===== src/rtl/pipe_fetch.sv =====
// rtl/pipe_fetch.sv - instruction fetch stage with IF/ID pipeline register
//
// Fetches one instruction at a time from a variable-latency instruction
// memory and hands it to decode through the IF/ID register. A redirect that
// arrives before the branch delay slot has been delivered is parked until
// the delay slot goes through, so the delay slot is always executed.
//
// Ports:
//   clock, resetn        system clock, asynchronous active-low reset
//   pcsource             next-PC select: 00 pc+4, 01 bpc, 10 da, 11 jpc
//   bpc, jpc, da         redirect targets from decode
//   wpcir                0 = decode stalled, hold pc and IF/ID
//   imem_req/addr/gnt    fetch request handshake (req & gnt)
//   imem_rvalid/rdata    fetch response, one per granted request
//   pc                   address currently being fetched
//   dpc4, inst, dvalid   IF/ID register contents

module pipe_fetch #(
    parameter logic [31:0] RESET_PC = 32'h0000_0000
) (
    input  logic        clock,
    input  logic        resetn,
    input  logic [1:0]  pcsource,
    input  logic [31:0] bpc,
    input  logic [31:0] jpc,
    input  logic [31:0] da,
    input  logic        wpcir,
    output logic        imem_req,
    output logic [31:0] imem_addr,
    input  logic        imem_gnt,
    input  logic        imem_rvalid,
    input  logic [31:0] imem_rdata,
    output logic [31:0] pc,
    output logic [31:0] dpc4,
    output logic [31:0] inst,
    output logic        dvalid
);

    typedef enum logic [1:0] {
        S_REQ  = 2'd0,
        S_WAIT = 2'd1,
        S_HOLD = 2'd2
    } state_t;

    state_t      state_q, state_d;
    logic        req_q, req_d;
    logic [31:0] pc_q, pc_d;
    logic [31:0] dpc4_q, dpc4_d;
    logic [31:0] inst_q, inst_d;
    logic        dvalid_q, dvalid_d;
    logic [31:0] hold_q, hold_d;
    logic        redir_pend_q, redir_pend_d;
    logic [31:0] redir_tgt_q, redir_tgt_d;

    logic        deliver;
    logic        redir_now;
    logic [31:0] word;
    logic [31:0] pc_plus4;
    logic [31:0] target;
    logic [31:0] next_pc;

    always_comb begin
        pc_plus4 = pc_q + 32'd4;

        case (pcsource)
            2'b01:   target = bpc;
            2'b10:   target = da;
            2'b11:   target = jpc;
            default: target = pc_plus4;
        endcase

        // A word goes to decode either straight from memory or from the
        // hold buffer, and only when decode is ready to take it.
        deliver = wpcir && (((state_q == S_WAIT) && imem_rvalid) || (state_q == S_HOLD));
        word    = (state_q == S_HOLD) ? hold_q : imem_rdata;

        // Decode keeps a bubble until the delay slot arrives, so a second
        // redirect while one is parked cannot be legitimate; drop it.
        redir_now = wpcir && (pcsource != 2'b00) && !redir_pend_q;

        if (redir_now)         next_pc = target;
        else if (redir_pend_q) next_pc = redir_tgt_q;
        else                   next_pc = pc_plus4;

        redir_pend_d = redir_pend_q;
        redir_tgt_d  = redir_tgt_q;
        if (deliver) begin
            // This delivery is the delay slot; any redirect is consumed here.
            redir_pend_d = 1'b0;
        end else if (redir_now) begin
            redir_pend_d = 1'b1;
            redir_tgt_d  = target;
        end

        pc_d = deliver ? next_pc : pc_q;

        dpc4_d   = dpc4_q;
        inst_d   = inst_q;
        dvalid_d = dvalid_q;
        if (wpcir) begin
            if (deliver) begin
                dpc4_d   = pc_plus4;
                inst_d   = word;
                dvalid_d = 1'b1;
            end else begin
                inst_d   = 32'h0;
                dvalid_d = 1'b0;
            end
        end

        hold_d  = hold_q;
        state_d = state_q;
        case (state_q)
            S_REQ: begin
                if (req_q && imem_gnt) state_d = S_WAIT;
            end
            S_WAIT: begin
                if (imem_rvalid) begin
                    if (wpcir) begin
                        state_d = S_REQ;
                    end else begin
                        hold_d  = imem_rdata;
                        state_d = S_HOLD;
                    end
                end
            end
            S_HOLD: begin
                if (wpcir) state_d = S_REQ;
            end
            default: state_d = S_REQ;
        endcase

        // Request is a registered decode of the next state, so it is low
        // during reset and rises on the first clock after release.
        req_d = (state_d == S_REQ);
    end

    always_ff @(posedge clock or negedge resetn) begin
        if (!resetn) begin
            state_q      <= S_REQ;
            req_q        <= 1'b0;
            pc_q         <= RESET_PC;
            dpc4_q       <= 32'h0;
            inst_q       <= 32'h0;
            dvalid_q     <= 1'b0;
            hold_q       <= 32'h0;
            redir_pend_q <= 1'b0;
            redir_tgt_q  <= 32'h0;
        end else begin
            state_q      <= state_d;
            req_q        <= req_d;
            pc_q         <= pc_d;
            dpc4_q       <= dpc4_d;
            inst_q       <= inst_d;
            dvalid_q     <= dvalid_d;
            hold_q       <= hold_d;
            redir_pend_q <= redir_pend_d;
            redir_tgt_q  <= redir_tgt_d;
        end
    end

    assign imem_req  = req_q;
    assign imem_addr = pc_q;
    assign pc        = pc_q;
    assign dpc4      = dpc4_q;
    assign inst      = inst_q;
    assign dvalid    = dvalid_q;

endmodule


===== config.mk =====
export PLATFORM = sky130hd
export DESIGN_NAME = pipe_fetch
export DESIGN_NICKNAME = d
export VERILOG_FILES = /design/src/rtl/pipe_fetch.sv
export SDC_FILE = /design/constraint.sdc
export NUM_CORES = 1
export LEC_CHECK = 0
export CAP_MARGIN = 20
export CORE_MARGIN = 1.5
export CORE_UTILIZATION = 40
export CTS_BUF_LIST = sky130_fd_sc_hd__clkbuf_2
export DETAILED_ROUTE_END_ITERATION = 6
export GPL_ROUTABILITY_DRIVEN = 0
export GPL_TIMING_DRIVEN = 1
export PLACE_DENSITY = 0.69
export SYNTH_ARGS = -nofsm -noshare
export SYNTH_HDL_FRONTEND = slang
export SYNTH_SLANG_ARGS = --single-unit

===== constraint.sdc =====
create_clock -name clock -period 2.56 [get_ports clock]
set_input_delay 0.256 -clock clock [delete_from_list [all_inputs] [get_ports clock]]
set_output_delay 0.256 -clock clock [all_outputs]
set_load 0.01 [all_outputs]

======== Word level (Yosys, flattened, before mapping) ========
Index checks and enable logic that the tools add are counted.
storage, ports and cells
  logic and storage cells ................. 44
  output and inout bits ................... 130
  flip-flop bits (word level) ............. 165
operators by class
  reductions and logical operators ........ 14
  eq/ne operators ......................... 5
  bitwise gates (word level) .............. 2
  add/subtract/negate cells ............... 1
  mux-type cells .......................... 13
operators with widths
  kind                   number
  $mux 32                4
  $pmux 32 s3            1
  $add 32x3->32 const B  1
  $mux 2                 4
  $eq 2x2->1 const B     3
  $pmux 2 s3             1
  $logic_and 1x1->1      5
  $eq 2x1->1 const B     2
  $logic_not 2->1        2
  $reduce_and 2->1       2
  $reduce_bool 2->1      2
  $mux 1                 3
  $reduce_and 3->1       1
  $not 1->1              2
  $logic_not 1->1        1
  $logic_or 1x1->1       1

======== Longest topological paths before layout ========
Gate-level depths: netlist of the first run.
  depth after elaboration ................. 6
  mapped depth ............................ 8
  depth with buffers taken out ............ 6

======== Least setup slack after synthesis of the first run ========
OpenSTA, ideal clock, no wires.
  path kind ............................... register -> register
  start point ............................. register pc_q[2] (netlist: imem_addr[2])
  end point ............................... register pc_q[30] (netlist: imem_addr[30])
  data arrival time ....................... 1.892 ns
  period minus slack after synthesis ...... 1.974 ns
  path buffers ............................ 0
  setup time .............................. 0.082 ns
  data required time ...................... 2.478 ns
  slack ................................... 0.586 ns
  stages on the path, launching flop included .. 7
  path through ............................ dfrtp_1 ha_1 nand4_2 nor3_4 nand3_1 o31a_1 o22ai_1
on the way
  word-level cells in the longest chain between the ends .. 3
  elaborated cells between the ends (all ways) .. 4
  classes of those cells .................. add/sub (1); mux (3)
RTL lines
  item                                           RTL line  RTL
  start, declared                                47        logic [31:0] pc_q, pc_d;
  start signal, assigned                         152       pc_q <= pc_d;
  $add 32x3->32 (*)                              63        pc_plus4 = pc_q + 32'd4;
  $pmux 32 s3 / $mux 32 (equally long branches)  65, 82
  $mux 32 (*)                                    81        if (redir_now) next_pc = target;
Mark *: on every way between the ends. The rest lies on a longest branch, timed or not.
A chain may end at the register's enable or synchronous reset.

======== Final worst setup path of the first run ========
  start point ............................. register pc_q[7] (netlist: imem_addr[7])
  end point ............................... output port imem_addr[7]
RTL lines
  item           RTL line  RTL
  end, declared  29        output logic [31:0] imem_addr,
No word-level cell between the ends.

==> flow_summary.rst, run 1 <==
.. list-table::
   :header-rows: 1

   * - Metric
     - Value
   * - Run status
     - completed
   * - Unrepaired setup endpoints after global routing
     - no
   * - Number of standard cells after synthesis
     - between 900 and 1,000
   * - Highest ir drop seen on vdd
     - roughly 0.00049 V
   * - Power density over cell area
     - approximately 950 nW/um^2
   * - Area growth from synthesis to final layout
     - 34.2%
   * - Cell types occupying the most area after synthesis
     - dfrtp_1, mux2_2, nand2_1
   * - Switching pwr
     - around 4.3 mW
   * - Clock slew seen by the registers of the worst setup and hold paths
     - 0.23 ns
   * - Routed wire length per instance
     - ~18 um
   * - Startpoint type of the worst setup path
     - flip-flop
   * - Pin count of the biggest net entering global routing
     - 54
   * - Number of hold-slack violations in the final timing report
     - 0
   * - Number of I/O pins
     - around 270
   * - Detailed Route WL
     - roughly 26,000 um
   * - Number of synthesized flops with an enable pin
     - 0
   * - Fillers
     - slightly below 2,000
   * - CTS tree
     - yes
   * - Top-area cell type share of the netlist area
     - 0.469
   * - Floorplan die area
     - 22,900 sq um
   * - TNS Setup
     - 0 ns
   * - Count of input and output buffers
     - around 260
   * - TritonCTS Buffers
     - 17
   * - Number of nets in the finished design
     - around 1,300
   * - Combinational fraction of design power
     - 0.474
   * - Distinct cell type count of the synthesized netlist
     - ~60
   * - Delay contributed by the slowest stage of the critical path
     - 0.64 ns
   * - Core Area
     - 21,700 sq um
   * - Mean instance size in the synthesized netlist
     - 9.77 sq um
   * - Fraction of power consumed by the clock network
     - 0.110
   * - Switching part of the total power
     - 0.381
   * - Req. time, crit path
     - roughly 2.3 ns
   * - Crit path arrival time
     - approximately 2.0 ns
   * - Cell class contributing the biggest share of worst-path delay
     - flip-flops
   * - Yosys reg bits
     - around 170
   * - Transition time at the pin with the least slew margin
     - between 0.6 and 0.7 ns
   * - WHS
     - ~0.16 ns
   * - Yosys warning total
     - 0
   * - Worst setup skew after layout
     - about 0.047 ns
   * - Post-synth top area cell
     - dfrtp_1
   * - Clock sinks
     - 165
   * - Share of cells above drive strength 1
     - 0.140
   * - Number of detailed-route iterations in the first pass
     - 5
   * - # resized after CTS
     - 0
   * - Multi-input combinational cell area
     - 4130 sq um
   * - Leakage dissipation
     - 5.07 nW
   * - Initial antenna violation count
     - 1
   * - Top FF cell, synth
     - dfrtp_1
   * - Maximum clock frequency
     - between 400 and 500 MHz
   * - Crit share post-route
     - 0.872
   * - Placed wire-length estimate after detailed placement
     - around 19,000 um
   * - Sort of element at the end of the critical path
     - primary output
   * - Maxcap violations
     - 0
   * - Sequential cell area in the final layout
     - ~4100 sq um
   * - Number of max-slew violations in the final report
     - 0
   * - Wire length of the first global-routing pass
     - 40,400 um
   * - Critical path class
     - flip-flop to primary output
   * - Number of global-route vias before repair
     - around 7,400
   * - Most common cell after layout, fill and taps aside
     - clkdlybuf4s50_1
   * - Worst path buffer plus inverter count
     - 1
   * - Antenna-violating nets left
     - 0
   * - Routed via count
     - between 7,000 and 8,000
   * - Die height
     - between 150 and 200 um
   * - Worst hold path type
     - input pin to flip-flop
   * - Highest-count cells in the layout ignoring fill and taps
     - clkdlybuf4s50_1, nand2_1, dfrtp_1
   * - Root Buffer Master
     - clkbuf_2
   * - Initial core utilization
     - 0.406
   * - Proportion of register bits with asynchronous set or reset after synthesis
     - 1.00
   * - Via density per instance
     - roughly 5.3
   * - Util after Layout
     - 0.544
   * - Internal power
     - 6.91 mW
   * - H-Tree Depth
     - 4
   * - Part of the Yosys area used for sequential elements
     - 0.469
   * - Setup Viol. Count Final
     - 0
   * - Biggest fanout along the worst timing path
     - 10
   * - DR iter-0 viols
     - 465
   * - GRT Total Usage
     - 0.229
   * - CTS max path bufs
     - 2
   * - DRC violations left
     - 0
   * - Slew headroom
     - 0.568
   * - Cells traversed along the worst timing path
     - clkdlybuf4s50_1
   * - Time the worst path needs with I/O delays and setup
     - roughly 2.2 ns
   * - Die outline width
     - approximately 150 um
   * - Worst-case setup margin in the final layout
     - ~0.33 ns
   * - Clock latency at the later pin of the worst-skew pair
     - ~0.74 ns
   * - Worst slack, placed
     - 0.385 ns
   * - Remaining global-route overflow
     - 0
   * - Max stage delay cell, worst path
     - dfrtp_1
   * - Synthesized Nets
     - 1,037
   * - Number of cell rows
     - 54
   * - Share of power burned in registers
     - 0.416
   * - Summed instance area of the synthesized netlist
     - ~9000 sq um
## cell usage after synthesis (all sizes together) (5+ instances only)
library cell	count
clkbuf	43
nand2	173
o211ai	11
nor2	25
o21ai	81
o31a	5
inv	8
a21o	6
a21oi	63
xor2	15
a31oi	7
dfrtp	165
o22ai	8
mux2	78
xnor2	13
nand3	12
nand4	12
nor3	6
buf	59
a22oi	9
mux2i	33
a22o	9
## per-stage QoR
stage	cell area (sq um)	total power, mW	instances
after floorplan	8800	7.50	901
after global placement	11600	9.86	1379
after detailed placement	11600	10.0	1379
after CTS	11800	11.2	1413
after global routing	11800	12.0	1414
final	11800	11.2	1414
## path summary, 6_finish.rpt
kind                                 from       endpoint  slack (ns)  cells after the start
max in group asynchronous          resetn   imem_addr[9]        0.96                      4
min in group asynchronous          resetn       inst[30]        0.57                      3
max                          imem_addr[7]   imem_addr[7]        0.33                      1
min                        imem_rdata[17]     hold_q[17]        0.16                      2
min reg2reg                       dpc4[1]        dpc4[1]        0.50                      2
max reg2reg                  imem_addr[3]  imem_addr[30]        0.33                      6
## cell families (layout without fill, tap and decap cells)
group           Yosys count  after routing  share of synthesized area
simple gates            257            257                      0.139
compound gates          229            229                      0.160
flops                   165            165                      0.469
mux                     111            111                      0.137
buf+inv                 110            342                     0.0651
xor+xnor                 28             28                     0.0279
fa+ha+maj                 1              1                    0.00142
other cells               0              1                          0
## timing repair
action | CTS | global route
hold buffers | 4 | 0
endpoints found under the hold margin | 157 | 0
buffers inserted | 0 | 0
## final cells by class
| type | count | share of cell area |
|---|---|---|
| timing repair buffer | 304 | 0.253 |
| antenna | 1 | 0.000212 |
| multi-input combinational | 626 | 0.350 |
| sequential | 165 | 0.350 |
| inverter | 8 | 0.00254 |
| tap | 280 | 0.0297 |
| clock buffer | 17 | 0.00721 |
| clock inverter | 13 | 0.00784 |
## routing by layer
| layer | global-route usage | part of all wire | wire length, um |
|---|---|---|---|
| met1 | 0.315 | 0.44 | 11300 |
| met2 | 0.364 | 0.47 | 12000 |
| met3 | 0.0608 | 0.080 | 2070 |
| met4 | 0.0451 | 0.013 | 327 |
| met5 | 0 | 0 | 0 |
## flip-flops by register name, summed over array words and instances, names as in the netlist
register / count
dpc4: 32
dvalid: 1
hold_q: 32
imem_addr: 32
imem_req: 1
inst: 32
redir_pend_q: 1
redir_tgt_q: 32
state_q: 2
## power groups by stage
stage	combinational (mW)	sequential, mW	clock [mW]
global placement	5.20	4.66	0
detailed placement	5.31	4.71	0
floorplan	2.78	4.72	0
finish	5.29	4.65	1.22
global route	5.80	4.82	1.37
CTS	5.32	4.65	1.28
Power figures use the tool's default switching activity.
==> inputs of run 2 (changes only) <==
--- a/config.mk
+++ b/config.mk
@@ -12,7 +12,7 @@
 export DETAILED_ROUTE_END_ITERATION = 6
 export GPL_ROUTABILITY_DRIVEN = 0
 export GPL_TIMING_DRIVEN = 1
-export PLACE_DENSITY = 0.69
+export PLACE_DENSITY = 0.71
 export SYNTH_ARGS = -nofsm -noshare
 export SYNTH_HDL_FRONTEND = slang
 export SYNTH_SLANG_ARGS = --single-unit
==> constraint.sdc (replaced) <==
create_clock -name clock -period 2 [get_ports clock]
set_input_delay 0.2 -clock clock [delete_from_list [all_inputs] [get_ports clock]]
set_output_delay 0.2 -clock clock [all_outputs]
set_load 0.01 [all_outputs]
==> run 2 against run 1 <==
Sequential power rose by 18%. Largest power group unchanged. Power increased by 36%. Highest routed layer unchanged. Critical path depth grew 7. Setup slack got worse by 0.24 ns. Hold slack got worse by 0.069 ns. Clock power grew 46%. Largest cell class is now multi-input gates. First-iteration DRC count down 6.0%. Utilization grew 4.4 points.
==> flow_summary.rst, run 2 (synthesis gave the netlist of run 1 again) <==
.. list-table::
   :header-rows: 1

   * - Metric
     - Value
   * - Sort of element at the end of the critical path
     - flip-flop
   * - Global Route met2 Usage
     - 0.377
   * - WHS
     - roughly 0.088 ns
   * - DRC violations left
     - 0
   * - Logic depth of the worst path, buffers included
     - 8
   * - Transition time at the pin with the least slew margin
     - around 0.77 ns
   * - End point of the worst hold path
     - redir_tgt_q[18]
   * - Area growth from synthesis to final layout
     - 44.9%
   * - Total placed instance area
     - approximately 12,000 sq um
   * - Number of hold-slack violations in the final timing report
     - 0
   * - Util after Layout
     - 0.588
   * - Met3 usage in global routing
     - 0.0687
   * - Crit share post-route
     - 0.957
   * - Worst setup skew after layout
     - ~0.032 ns
   * - GRT Max-Usage Layer
     - met2
   * - GRT Total Usage
     - 0.232
   * - Startpoint type of the worst setup path
     - flip-flop
   * - Die height
     - ~150 um
   * - Cells traversed along the worst timing path
     - buf_4, ha_1, nand4_4, nor3_4, buf_12, nand3_1, o31a_1, o22ai_1
   * - Worst hold path depth
     - 4
   * - CTS tree
     - yes
   * - Wire length of the first global-routing pass
     - a little over 40,000 um
   * - Biggest fanout along the worst timing path
     - 10
   * - Most common cell after layout, fill and taps aside
     - nand2_1
   * - Worst hold path type
     - input pin to flip-flop
   * - Worst r2r src
     - imem_addr[2]
   * - Crit path arrival time
     - ~2.6 ns
   * - Die outline width
     - between 150 and 200 um
   * - Core Area
     - 21,700 sq um
   * - CTS max path bufs
     - 2
   * - End of the worst register-to-register path
     - imem_addr[30]
   * - Worst min-delay path startpoint
     - pcsource[1]
   * - Register-to-register setup slack
     - 0.09 ns
   * - Clock slew seen by the registers of the worst setup and hold paths
     - between 0.2 and 0.3 ns
   * - Initial core utilization
     - 0.406
   * - Worst r2r path cells
     - 8
   * - Highest ir drop seen on vdd
     - 0.000577 V
   * - Placed wire-length estimate after detailed placement
     - 18,600 um
   * - Slew headroom
     - 0.489
   * - TritonCTS Buffers
     - 17
   * - Number of I/O pins
     - 265
   * - Cell class contributing the biggest share of worst-path delay
     - compound AO/OA/AOI/OAI gates
   * - Delay contributed by the slowest stage of the critical path
     - a little over 0.4 ns
   * - Root Buffer Master
     - clkbuf_2
   * - Global-route met1 utilization
     - 0.306
   * - Critical path class
     - flip-flop to flip-flop
   * - Share of cells above drive strength 1
     - 0.208
   * - Clock latency at the later pin of the worst-skew pair
     - roughly 0.72 ns
   * - Pin count of the biggest net entering global routing
     - 49
   * - Number of detailed-route iterations in the first pass
     - 6
   * - Final standard cell area without fillers
     - approximately 13,000 sq um
   * - Power density over cell area
     - around 1200 nW/um^2
   * - Maximum clock frequency
     - between 500 and 600 MHz
   * - Max stage delay cell, worst path
     - dfrtp_1
   * - Number of max-slew violations in the final report
     - 0
   * - Count of input and output buffers
     - ~260
   * - H-Tree Depth
     - 4
   * - Highest-count cells in the layout ignoring fill and taps
     - nand2_1, dfrtp_1, clkdlybuf4s50_1
   * - Number of global-route vias before repair
     - roughly 7,600
   * - Run status
     - completed
   * - Via density per instance
     - 5.24
   * - Routed wire length per instance
     - 17.8 um
   * - Routed via count
     - about 7,800
   * - Initial antenna violation count
     - 2
   * - Time the worst path needs with I/O delays and setup
     - ~1.9 ns
   * - Antenna-violating nets left
     - 0
   * - Leakage dissipation
     - between 6 and 7 nW
   * - Number of cell rows
     - between 50 and 60
   * - Maxcap violations
     - 0
   * - Req. time, crit path
     - 2.66 ns
   * - Number of nets in the finished design
     - between 1,000 and 1,500
   * - Worst path buffer plus inverter count
     - 2
   * - Floorplan die area
     - around 23,000 sq um
   * - Detailed Route WL
     - between 20,000 and 30,000 um
   * - Setup Viol. Count Final
     - 0
   * - Clock sinks
     - about 170
   * - DR iter-0 viols
     - about 440
   * - Remaining global-route overflow
     - 0
## run 2: cell types whose count changed in the layout (fill, tap and decap cells not counted), sizes merged, moves of 3 or more
cell | previous run | this run
buf | 40 | 120
clkbuf | 17 | 20
clkdlybuf4s50 | 260 | 159
clkinv | 10 | 3
clkinvlp | 1 | 4
dlygate4sd2 | 0 | 43
dlymetal6s2s | 0 | 58
## run 2: area by class of cell
| type | instances | area, sq um |
|---|---|---|
| repair buffers | 384 | 3870 |
| flip-flops and latches | 165 | 4140 |
| diodes | 2 | 5.00 |
| clock buffers | 19 | 95.1 |
| well taps | 280 | 350 |
| fillers | 1928 | 8930 |
| multi-input cells | 626 | 4140 |
| inverters | 8 | 30.0 |
| clock inverters | 12 | 129 |
## run 2: per-layer routing
layer / vias up / share of wire
met1: 3776 / 0.42
met4: 0 / 0.012
met3: 23 / 0.087
met5: - / 0
li1: 3759 / -
met2: 278 / 0.48
## run 2: how the worst max path moves through the flow
stage,from,endpoint,slack [ns]
final,imem_addr[2],imem_addr[30],0.09
after global routing,imem_addr[5],imem_addr[27],-0.03
after CTS,imem_addr[30],pc[30],0.003
after detailed placement,wpcir,redir_tgt_q[27],0.03
after global placement,wpcir,redir_tgt_q[19],0.02
after floorplan,imem_addr[2],imem_addr[30],0.03
## run 2: through the flow
stage | setup WS (ns) | power, mW | setup TNS [ns] | instances
after floorplan | 0.0256 | 9.60 | 0 | 901
after global placement | 0.0204 | 13.0 | 0 | 1405
after detailed placement | 0.0291 | 13.2 | 0 | 1405
after CTS | 0.00271 | 15.1 | 0 | 1465
after global routing | -0.0288 | 16.3 | -0.0589 | 1495
final | 0.0853 | 15.2 | 0 | 1496
## run 2: power by group
part           internal, mW  switching [mW]  leakage [nW]
clock network         0.574            1.21         0.128
registers              4.74           0.771          2.06
logic                  4.16            3.73          4.26
## run 2: repair_timing
action                     4_1_cts  5_1_grt
buffers inserted                26       27
hold buffers                     3        1
pin swaps                        0        5
hold endpoints to repair       165        1
setup endpoints to repair       63       72
gates cloned                     0        1
gates resized for setup         49       62
## run 2: worst reg2reg max path: cells and delay by family (launching register included)
| family | cells | cell delay, ns |
|---|---|---|
| AND/OR/NAND/NOR | 3 | 0.47 |
| flip-flops | 1 | 0.41 |
| buffers and inverters | 2 | 0.28 |
| AO/OA/AOI/OAI | 2 | 0.53 |
| adder cells (fa/ha/maj) | 1 | 0.20 |
==> inputs of run 3 (changes only) <==
--- a/config.mk
+++ b/config.mk
@@ -5,6 +5,7 @@
 export SDC_FILE = /design/constraint.sdc
 export NUM_CORES = 1
 export LEC_CHECK = 0
+export ABC_AREA = 0
 export CAP_MARGIN = 20
 export CORE_MARGIN = 1.5
 export CORE_UTILIZATION = 40
@@ -13,6 +14,7 @@
 export GPL_ROUTABILITY_DRIVEN = 0
 export GPL_TIMING_DRIVEN = 1
 export PLACE_DENSITY = 0.71
+export SKIP_LAST_GASP = 1
 export SYNTH_ARGS = -nofsm -noshare
 export SYNTH_HDL_FRONTEND = slang
 export SYNTH_SLANG_ARGS = --single-unit
==> run 3 against run 2 <==
Cell count hardly changed. Fmax is 0.14% lower. Clock skew is 0.0015 ns higher. Critical path type unchanged. Non-clock buffer count is 1 higher. Sequential cell count stayed put. Largest power group unchanged.
==> flow_summary.rst, run 3 (synthesis gave the netlist of run 1 again) <==
.. list-table::
   :header-rows: 1

   * - Metric
     - Value
   * - Worst path buffer plus inverter count
     - 3
   * - WHS
     - between 0.08 and 0.09 ns
   * - Number of I/O pins
     - between 200 and 300
   * - Root Buffer Master
     - clkbuf_2
   * - Power density over cell area
     - about 1200 nW/um^2
   * - Logic depth of the worst path, buffers included
     - 8
   * - Initial core utilization
     - 0.406
   * - Worst slack, placed
     - between 0.02 and 0.03 ns
   * - Via density per instance
     - 5.26
   * - Crit path arrival time
     - roughly 2.6 ns
   * - Placed wire-length estimate after detailed placement
     - around 19,000 um
   * - Sort of element at the end of the critical path
     - flip-flop
   * - Die outline width
     - 151 um
   * - Share of cells above drive strength 1
     - 0.208
   * - Number of detailed-route iterations in the first pass
     - 4
   * - Worst hold path type
     - input pin to flip-flop
   * - Transition time at the pin with the least slew margin
     - about 0.8 ns
   * - Die height
     - roughly 150 um
   * - Number of hold-slack violations in the final timing report
     - 0
   * - Time the worst path needs with I/O delays and setup
     - 1.92 ns
   * - GRT Total Usage
     - 0.232
   * - Fillers
     - 1,928
   * - Floorplan die area
     - about 23,000 sq um
   * - Count of input and output buffers
     - 264
   * - End point of the worst hold path
     - redir_tgt_q[18]
   * - Detailed Route WL
     - ~27,000 um
   * - CTS tree
     - yes
   * - Worst r2r path cells
     - 8
   * - Remaining global-route overflow
     - 0
   * - DR iter-0 viols
     - 463
   * - Clock slew seen by the registers of the worst setup and hold paths
     - around 0.25 ns
   * - Worst r2r src
     - imem_addr[7]
   * - Number of max-slew violations in the final report
     - 0
   * - Crit share post-route
     - 0.959
   * - TritonCTS Buffers
     - 17
   * - Switching part of the total power
     - 0.376
   * - Maximum clock frequency
     - roughly 520 MHz
   * - Routed via count
     - just under 8,000
   * - Worst setup skew after layout
     - around 0.033 ns
   * - Number of global-route vias before repair
     - approximately 7,600
   * - Sequential cell area in the final layout
     - roughly 4100 sq um
   * - Slew headroom
     - 0.480
   * - Multi-input combinational cell area
     - 4140 sq um
   * - Worst-case setup margin in the final layout
     - 0.0827 ns
   * - Cell class contributing the biggest share of worst-path delay
     - compound AO/OA/AOI/OAI gates
   * - Antenna-violating nets left
     - 0
   * - Internal power
     - 9.49 mW
   * - Initial antenna violation count
     - 2
   * - DRC violations left
     - 0
   * - Highest-count cells in the layout ignoring fill and taps
     - nand2_1, dfrtp_1, clkdlybuf4s50_1
   * - Pin count of the biggest net entering global routing
     - 49
   * - Worst hold path depth
     - 4
   * - Clock latency at the later pin of the worst-skew pair
     - ~0.73 ns
   * - CTS max path bufs
     - 2
   * - Cells traversed along the worst timing path
     - buf_4, nand4_4, nor4_4, buf_4, buf_12, nand3_1, o31a_1, o22ai_1
   * - Max stage delay cell, worst path
     - dfrtp_2
   * - Setup Viol. Count Final
     - 0
   * - Delay contributed by the slowest stage of the critical path
     - ~0.42 ns
   * - Req. time, crit path
     - between 2 and 3 ns
   * - Register-to-register setup slack
     - approximately 0.083 ns
   * - Switching pwr
     - 5.71 mW
   * - Highest ir drop seen on vdd
     - 0.000577 V
   * - Wire length of the first global-routing pass
     - slightly above 40,000 um
   * - Worst min-delay path startpoint
     - pcsource[1]
   * - Share of power burned in registers
     - 0.363
   * - Maxcap violations
     - 0
   * - Most common cell after layout, fill and taps aside
     - nand2_1
   * - Biggest fanout along the worst timing path
     - 6
   * - Run status
     - completed
   * - Core Area
     - roughly 22,000 sq um
   * - Clock sinks
     - about 170
   * - Cell seen most often among critical-path stages
     - buf_4
   * - Leakage dissipation
     - roughly 6.5 nW
   * - Critical path class
     - flip-flop to flip-flop
   * - H-Tree Depth
     - 4
   * - Area growth from synthesis to final layout
     - 45.0%
   * - End of the worst register-to-register path
     - imem_addr[27]
   * - Number of nets in the finished design
     - approximately 1,300
   * - Number of cell rows
     - 54
   * - Combinational fraction of design power
     - 0.520
   * - Startpoint type of the worst setup path
     - flip-flop
   * - Routed wire length per instance
     - 17.8 um
   * - Fraction of power consumed by the clock network
     - 0.117
==> run 3: through the flow <==
step	std cells	power (mW)	util	area (sq um)	setup TNS, ns
after floorplan	901	9.60	-	8800	0
after global placement	1405	13.0	0.550	11900	0
after detailed placement	1405	13.2	0.550	11900	0
after CTS	1465	15.1	0.570	12400	-0.0674
after global routing	1496	16.3	0.588	12800	-0.0761
final	1497	15.2	0.588	12800	0
==> run 3: layer usage <==
layer  track usage  vias up  wire length [um]
li1              -     3761                 -
met1         0.306     3805             11300
met2         0.377      286             12800
met3        0.0687       26              2240
met4        0.0524        0               341
met5             0        -                 0
==> run 3: worst max path at each step <==
stage                 start               to  slack [ns]
2_1_floorplan  imem_addr[2]    imem_addr[30]        0.03
5_1_grt        imem_addr[5]    imem_addr[23]       -0.04
3_5_place_dp          wpcir  redir_tgt_q[27]        0.03
4_1_cts        imem_addr[6]     imem_addr[6]       -0.07
6_report       imem_addr[7]    imem_addr[27]        0.08
3_3_place_gp          wpcir  redir_tgt_q[19]        0.02
==> run 3: tightest hold or removal path: stages <==
cell	delay, ns
buf_2	0.12
buf_12	0.18
a21oi_1	0.13
mux2_2	0.14
==> run 3: power groups by stage <==
stage | Sequential, mW | Clock [mW] | Combinational, mW
after global routing | 5.69 | 1.99 | 8.65
after floorplan | 6.04 | 0 | 3.55
after detailed placement | 5.75 | 0 | 7.46
after CTS | 5.54 | 1.84 | 7.70
after global placement | 5.68 | 0 | 7.33
final | 5.51 | 1.78 | 7.90
==> run 3: area by class of cell <==
class / count / share of cell area
Multi-Input combinational cell: 626 / 0.324
Sequential cell: 165 / 0.324
Timing Repair Buffer: 385 / 0.304
Tap cell: 280 / 0.0275
Clock inverter: 12 / 0.0101
Clock buffer: 19 / 0.00745
Inverter: 8 / 0.00235
Antenna cell: 2 / 0.000392
==> run 3: repair_timing <==
| item | in CTS | in global routing |
|---|---|---|
| endpoints found under the setup margin | 63 | 73 |
| cloned | 0 | 1 |
| pin swaps | 0 | 5 |
| resized for setup | 48 | 61 |
| setup buffers | 26 | 28 |
| hold buffers | 3 | 1 |
| hold endpoints to repair | 165 | 1 |
